--- config.mk ---
export PLATFORM = sky130hd
export DESIGN_NAME = uart_rx_deframer
export DESIGN_NICKNAME = d
export VERILOG_FILES = /design/src/rtl/uart_rx_deframer.sv
export SDC_FILE = /design/constraint.sdc
export NUM_CORES = 1
export LEC_CHECK = 0
export ABC_AREA = 1
export BUFFER_PORTS_ARGS = -buffer_cell sky130_fd_sc_hd__buf_2
export CORE_MARGIN = 1.5
export CORE_UTILIZATION = 40
export DETAILED_ROUTE_END_ITERATION = 8
export GPL_TIMING_DRIVEN = 0
export PLACE_DENSITY_LB_ADDON = 0.2
export SKIP_LAST_GASP = 1
export SLEW_MARGIN = 30
export SYNTH_ARGS = -nofsm -noshare
export SYNTH_HDL_FRONTEND = slang
export SYNTH_SLANG_ARGS = --single-unit
--- constraint.sdc ---
create_clock -name clk_i -period 2.12 [get_ports clk_i]
set_input_delay 0.106 -clock clk_i [delete_from_list [all_inputs] [get_ports clk_i]]
set_output_delay 0.106 -clock clk_i [all_outputs]
set_load 0.005 [all_outputs]
--- src/rtl/uart_rx_deframer.sv ---
// Oversampled UART receiver: 2-FF synchronizer, mid-bit sampling FSM, valid/ready byte out.
// Result registered one cycle after the stop sample; a byte arriving while valid_o is held is dropped (overrun_o).
module uart_rx_deframer #(
  parameter int unsigned CLK_DIV   = 104,
  parameter int unsigned DATA_BITS = 8
) (
  input  logic                 clk_i,
  input  logic                 rst_i,
  input  logic                 uart_rx_i,
  output logic [DATA_BITS-1:0] data_o,
  output logic                 valid_o,
  input  logic                 ready_i,
  output logic                 frame_err_o,
  output logic                 overrun_o,
  output logic                 busy_o
);

  localparam int unsigned   CW       = $clog2(CLK_DIV);
  localparam int unsigned   IW       = $clog2(DATA_BITS + 1);
  localparam logic [CW-1:0] HALF     = CW'(CLK_DIV / 2);
  localparam logic [CW-1:0] FULL_M1  = CW'(CLK_DIV - 1);
  localparam logic [CW-1:0] CNT_ONE  = CW'(1);
  localparam logic [IW-1:0] LAST_BIT = IW'(DATA_BITS - 1);
  localparam logic [IW-1:0] IDX_ONE  = IW'(1);

  typedef enum logic [2:0] {IDLE, START, DATA, STOP, BREAK} state_e;

  state_e               state_q, state_d;
  logic [1:0]           sync_q;
  logic                 rxs;
  logic [CW-1:0]        cnt_q, cnt_d;
  logic [IW-1:0]        idx_q, idx_d;
  logic [DATA_BITS-1:0] shift_q, shift_d;
  logic [DATA_BITS-1:0] data_q, data_d;
  logic                 valid_q, valid_d;
  logic                 ferr_q, ferr_d;
  logic                 ovr_q, ovr_d;

  always_ff @(posedge clk_i or posedge rst_i) begin
    if (rst_i) begin
      sync_q <= 2'b11;
    end else begin
      sync_q <= {sync_q[0], uart_rx_i};
    end
  end

  assign rxs = sync_q[1];

  always_ff @(posedge clk_i or posedge rst_i) begin
    if (rst_i) begin
      state_q <= IDLE;
      cnt_q   <= '0;
      idx_q   <= '0;
      shift_q <= '0;
      data_q  <= '0;
      valid_q <= 1'b0;
      ferr_q  <= 1'b0;
      ovr_q   <= 1'b0;
    end else begin
      state_q <= state_d;
      cnt_q   <= cnt_d;
      idx_q   <= idx_d;
      shift_q <= shift_d;
      data_q  <= data_d;
      valid_q <= valid_d;
      ferr_q  <= ferr_d;
      ovr_q   <= ovr_d;
    end
  end

  always_comb begin
    state_d = state_q;
    cnt_d   = cnt_q;
    idx_d   = idx_q;
    shift_d = shift_q;
    data_d  = data_q;
    valid_d = valid_q;
    ferr_d  = 1'b0;
    ovr_d   = 1'b0;

    // Handshake is resolved first so a same-cycle frame completion sees the slot as free.
    if (valid_q && ready_i) begin
      valid_d = 1'b0;
    end

    unique case (state_q)
      IDLE: begin
        if (!rxs) begin
          state_d = START;
          cnt_d   = HALF;
        end
      end
      START: begin
        if (cnt_q != '0) begin
          cnt_d = cnt_q - CNT_ONE;
        end else if (rxs) begin
          state_d = IDLE;
        end else begin
          state_d = DATA;
          cnt_d   = FULL_M1;
          idx_d   = '0;
        end
      end
      DATA: begin
        if (cnt_q != '0) begin
          cnt_d = cnt_q - CNT_ONE;
        end else begin
          shift_d = {rxs, shift_q[DATA_BITS-1:1]};
          cnt_d   = FULL_M1;
          if (idx_q == LAST_BIT) begin
            state_d = STOP;
          end else begin
            idx_d = idx_q + IDX_ONE;
          end
        end
      end
      STOP: begin
        if (cnt_q != '0) begin
          cnt_d = cnt_q - CNT_ONE;
        end else if (rxs) begin
          state_d = IDLE;
          if (!valid_d) begin
            data_d  = shift_q;
            valid_d = 1'b1;
          end else begin
            ovr_d = 1'b1;
          end
        end else begin
          ferr_d  = 1'b1;
          state_d = BREAK;
        end
      end
      BREAK: begin
        if (rxs) begin
          state_d = IDLE;
        end
      end
      default: state_d = IDLE;
    endcase
  end

  assign data_o      = data_q;
  assign valid_o     = valid_q;
  assign frame_err_o = ferr_q;
  assign overrun_o   = ovr_q;
  assign busy_o      = (state_q != IDLE);

endmodule
==> results.py <==
metrics = {
    "finish": {
        "drive_above_1_share_pct": 20.1,
        "n_antenna_cell": 0,
        "nNetsFinal": 255,
        "syn2layout_area_growth_pct": 13.5,
    },
    "placed_design": {
        "gp_congestion": 0.828,
        "portBuffers": 15,
        "dpl_worst_slack_ns": 0.342,
        "hpwl_um": 2570,
    },
    "critical_path": {
        "critPathMaxStageDelay_ns": 0.40,
        "path_delay_family": "simple AND/OR/NAND/NOR gates",
        "start_kind": "register",
        "worstPathCellList": "inv_1 > ha_1 > inv_1 > nor2_1 > nand3_1 > o21ai_0 > nand3_1 > nand2_1 > nand2_1",
        "rrSetupSlack_ns": 0.34,
        "cp_slowest_cell": "dfrtp_1",
        "ff2ff_path_depth": 9,
        "critical_path_class": "register to register",
        "crit_required_ns": 2.31,
        "worstPathMaxFanout": 6,
        "worst-path-buf-inv": 2,
        "cp.arrival_ns": 1.97,
        "worst-path-stages": 9,
        "end_kind": "register",
    },
    "timing": {
        "setup_viol": 0,
        "setup_ws_ns": 0.337,
        "fmax_mhz": 561,
        "clock_skew_ns": 0.0107,
        "finalHoldViolCount": 0,
        "maxSlewHeadroom_pct": 49.3,
        "worst-slew-pin-transition_ns": 0.759,
        "post-route-period-util_pct": 84.1,
        "rsz0062_at_grt": "false",
        "final_max_slew_viol_count": 0,
        "period_minus_slack_ns": 1.78,
        "tns_ns": 0,
    },
    "yosys": {
        "ys_types": 28,
        "synth_edf_count": 0,
        "synthFlopType": "dfrtp_1",
        "ys_ff_latch": 35,
        "yosysWarningCount": 0,
        "yosysTopAreaCell": "dfrtp_1",
        "syn-instance-count": 224,
        "synthTopCellsByArea": "dfrtp_1 (45%), nand2_1 (14%), inv_1 (5.9%), nand3_1 (4.4%), o21ai_2 (3.8%)",
        "syn_nets": 231,
        "netlist.area_leader.share_pct": 44.9,
        "syn_avg_cell_area_um2": 8.21,
        "synthMostInstantiatedCell": "nand2_1",
        "synth-async-reset-ratio_pct": 100,
        "ys_seq_area_share_pct": 47.8,
        "synthesis.area_mm2": 0.00184,
        "yosys-top-cells-count": "nand2_1 (70), dfrtp_1 (33), inv_1 (29)",
    },
    "floorplan": {
        "start_util_pct": 42.0,
        "die_area_mm2": 0.00501,
        "core-area_mm2": 0.00438,
        "io_pins": 16,
        "die_y_um": 70.8,
        "die_x_um": 70.8,
        "num_rows": 24,
    },
    "clocking": {
        "htreeDepth": 2,
        "cts_setup_buffers": 0,
        "clock_latency_ns": 0.29,
        "cts_root_buffer": "clkbuf_8",
        "numClockSinks": 35,
        "cts_tree": "built",
        "cts_made_buffers": 5,
        "cts_max_path_buffers": 2,
        "clkTransAtPathRegs_ns": 0.08,
        "ctsResizeCount": 0,
    },
    "grt": {
        "grt_overflow_total": 0,
        "antenna_found_initial": 0,
        "grt_pass1_wl_um": 6440,
        "grt_pass1_vias": 1401,
        "grt_max_degree": 36,
        "track_usage_pct": 16.4,
    },
    "route": {
        "drc_errors": 0,
        "drtIter0Drc": 130,
        "totalWireLength_um": 3600,
        "drt-pass1-iter-count": 4,
        "drt-wirelength-per-cell_um": 12.0,
        "viasPerCell": 4.98,
        "vias": 1498,
        "ant_nets": 0,
    },
    "pwr": {
        "p_leak_nw": 1.08,
        "peakVddDrop_mv": 0.399,
        "power_density_mw_per_mm2": 565,
    },
    "min_path": {
        "worstHoldPathCells": 4,
        "holdCritPathClass": "primary input to register",
    },
    "job": {
        "maxCapViolations": 0,
    },
    "run_status": {
        "outcome": "finished clean",
    },
}
per-stage QoR:
stage / std cells / total power, mW / hold WS (ns) / utilization [%] / instance area (um^2)
finish: 301 / 1.18 / 0.160 / 47.6 / 2090
global route: 301 / 1.24 / 0.193 / 47.6 / 2090
CTS: 301 / 1.20 / 0.151 / 47.6 / 2090
detailed placement: 291 / 0.708 / 0.214 / 45.1 / 1980
global placement: 291 / 0.707 / 0.211 / 45.1 / 1980
floorplan: 224 / 0.698 / 0.110 / - / 1840
sequential cells by signal, summed over array words and instances (netlist names), 2 cells and up:
| register | count |
|---|---|
| cnt_q | 7 |
| shift_q | 8 |
| idx_q | 4 |
| state_q | 3 |
| sync_q | 2 |
| data_o | 8 |
path summary, 6_finish.rpt:
path,start,endpoint
max,cnt_q[0]$_DFFE_PP0P_,idx_q[2]$_DFFE_PP0P_
min,ready_i,overrun_o$_DFF_PP0_
max reg2reg,cnt_q[0]$_DFFE_PP0P_,idx_q[2]$_DFFE_PP0P_
min reg2reg,sync_q[0]$_DFF_PP1_,sync_q[1]$_DFF_PP1_
max in group asynchronous,rst_i,cnt_q[5]$_DFFE_PP0P_
min in group asynchronous,rst_i,state_q[1]$_DFFE_PP0P_
logic make-up (layout without fill, tap and decap cells):
kind of cell	after synthesis	count (layout)	share of synthesized area, %
compound gates	27	27	9.25
xor+xnor	1	1	0.476
fa+ha+maj	3	3	2.04
buf+inv	33	58	7.62
flops	35	35	47.8
simple gates	125	125	32.9
cell usage in the layout, fill, tap and decap left out, drive strengths merged:
cell	instances
buf	18
nand2	74
nand2b	1
clkinvlp	2
o21bai	1
dfrtp	33
o21ai	23
nor2	22
nand3	18
a21boi	1
nand3b	1
xnor2	1
clkinv	1
nor3	2
dlygate4sd3	2
a21oi	2
dfstp	2
clkbuf	5
nand4	7
ha	3
inv	30
power breakdown:
part           internal [mW]  total [mW]  switching, mW
clock                  0.229       0.483          0.255
sequential             0.671       0.671       0.000399
combinational        0.00597      0.0247         0.0188
total                  0.905        1.18          0.274
worst register-to-register path: cells and delay by family (launching register included):
family	cells	cell delay (ns)
buf+inv	2	0.21
flops	1	0.40
simple gates	5	0.58
fa+ha+maj	1	0.22
compound gates	1	0.28
final cells by class:
| cell class | instances | area (um^2) |
|---|---|---|
| buffer | 3 | 27.5 |
| clock inverter | 3 | 20.0 |
| inverter | 30 | 113 |
| multi-input combinational | 156 | 821 |
| tap | 52 | 65.1 |
| timing repair buffer | 17 | 95.1 |
| fill | 443 | 2300 |
| sequential | 35 | 878 |
| clock buffer | 5 | 68.8 |
metal layers:
layer	vias to the layer above	wire length (um)	track usage (%)
met5	-	0	0
met4	0	56	5.66
met3	6	185	4.84
met2	30	1630	24.4
met1	706	1720	22.8
li1	756	-	-
timing repair:
action,in CTS,in global routing
hold buffers,2,0
endpoints found under the hold margin,34,0
endpoints found under the setup margin,0,0
No activity file was read; power rests on OpenSTA's default activity.
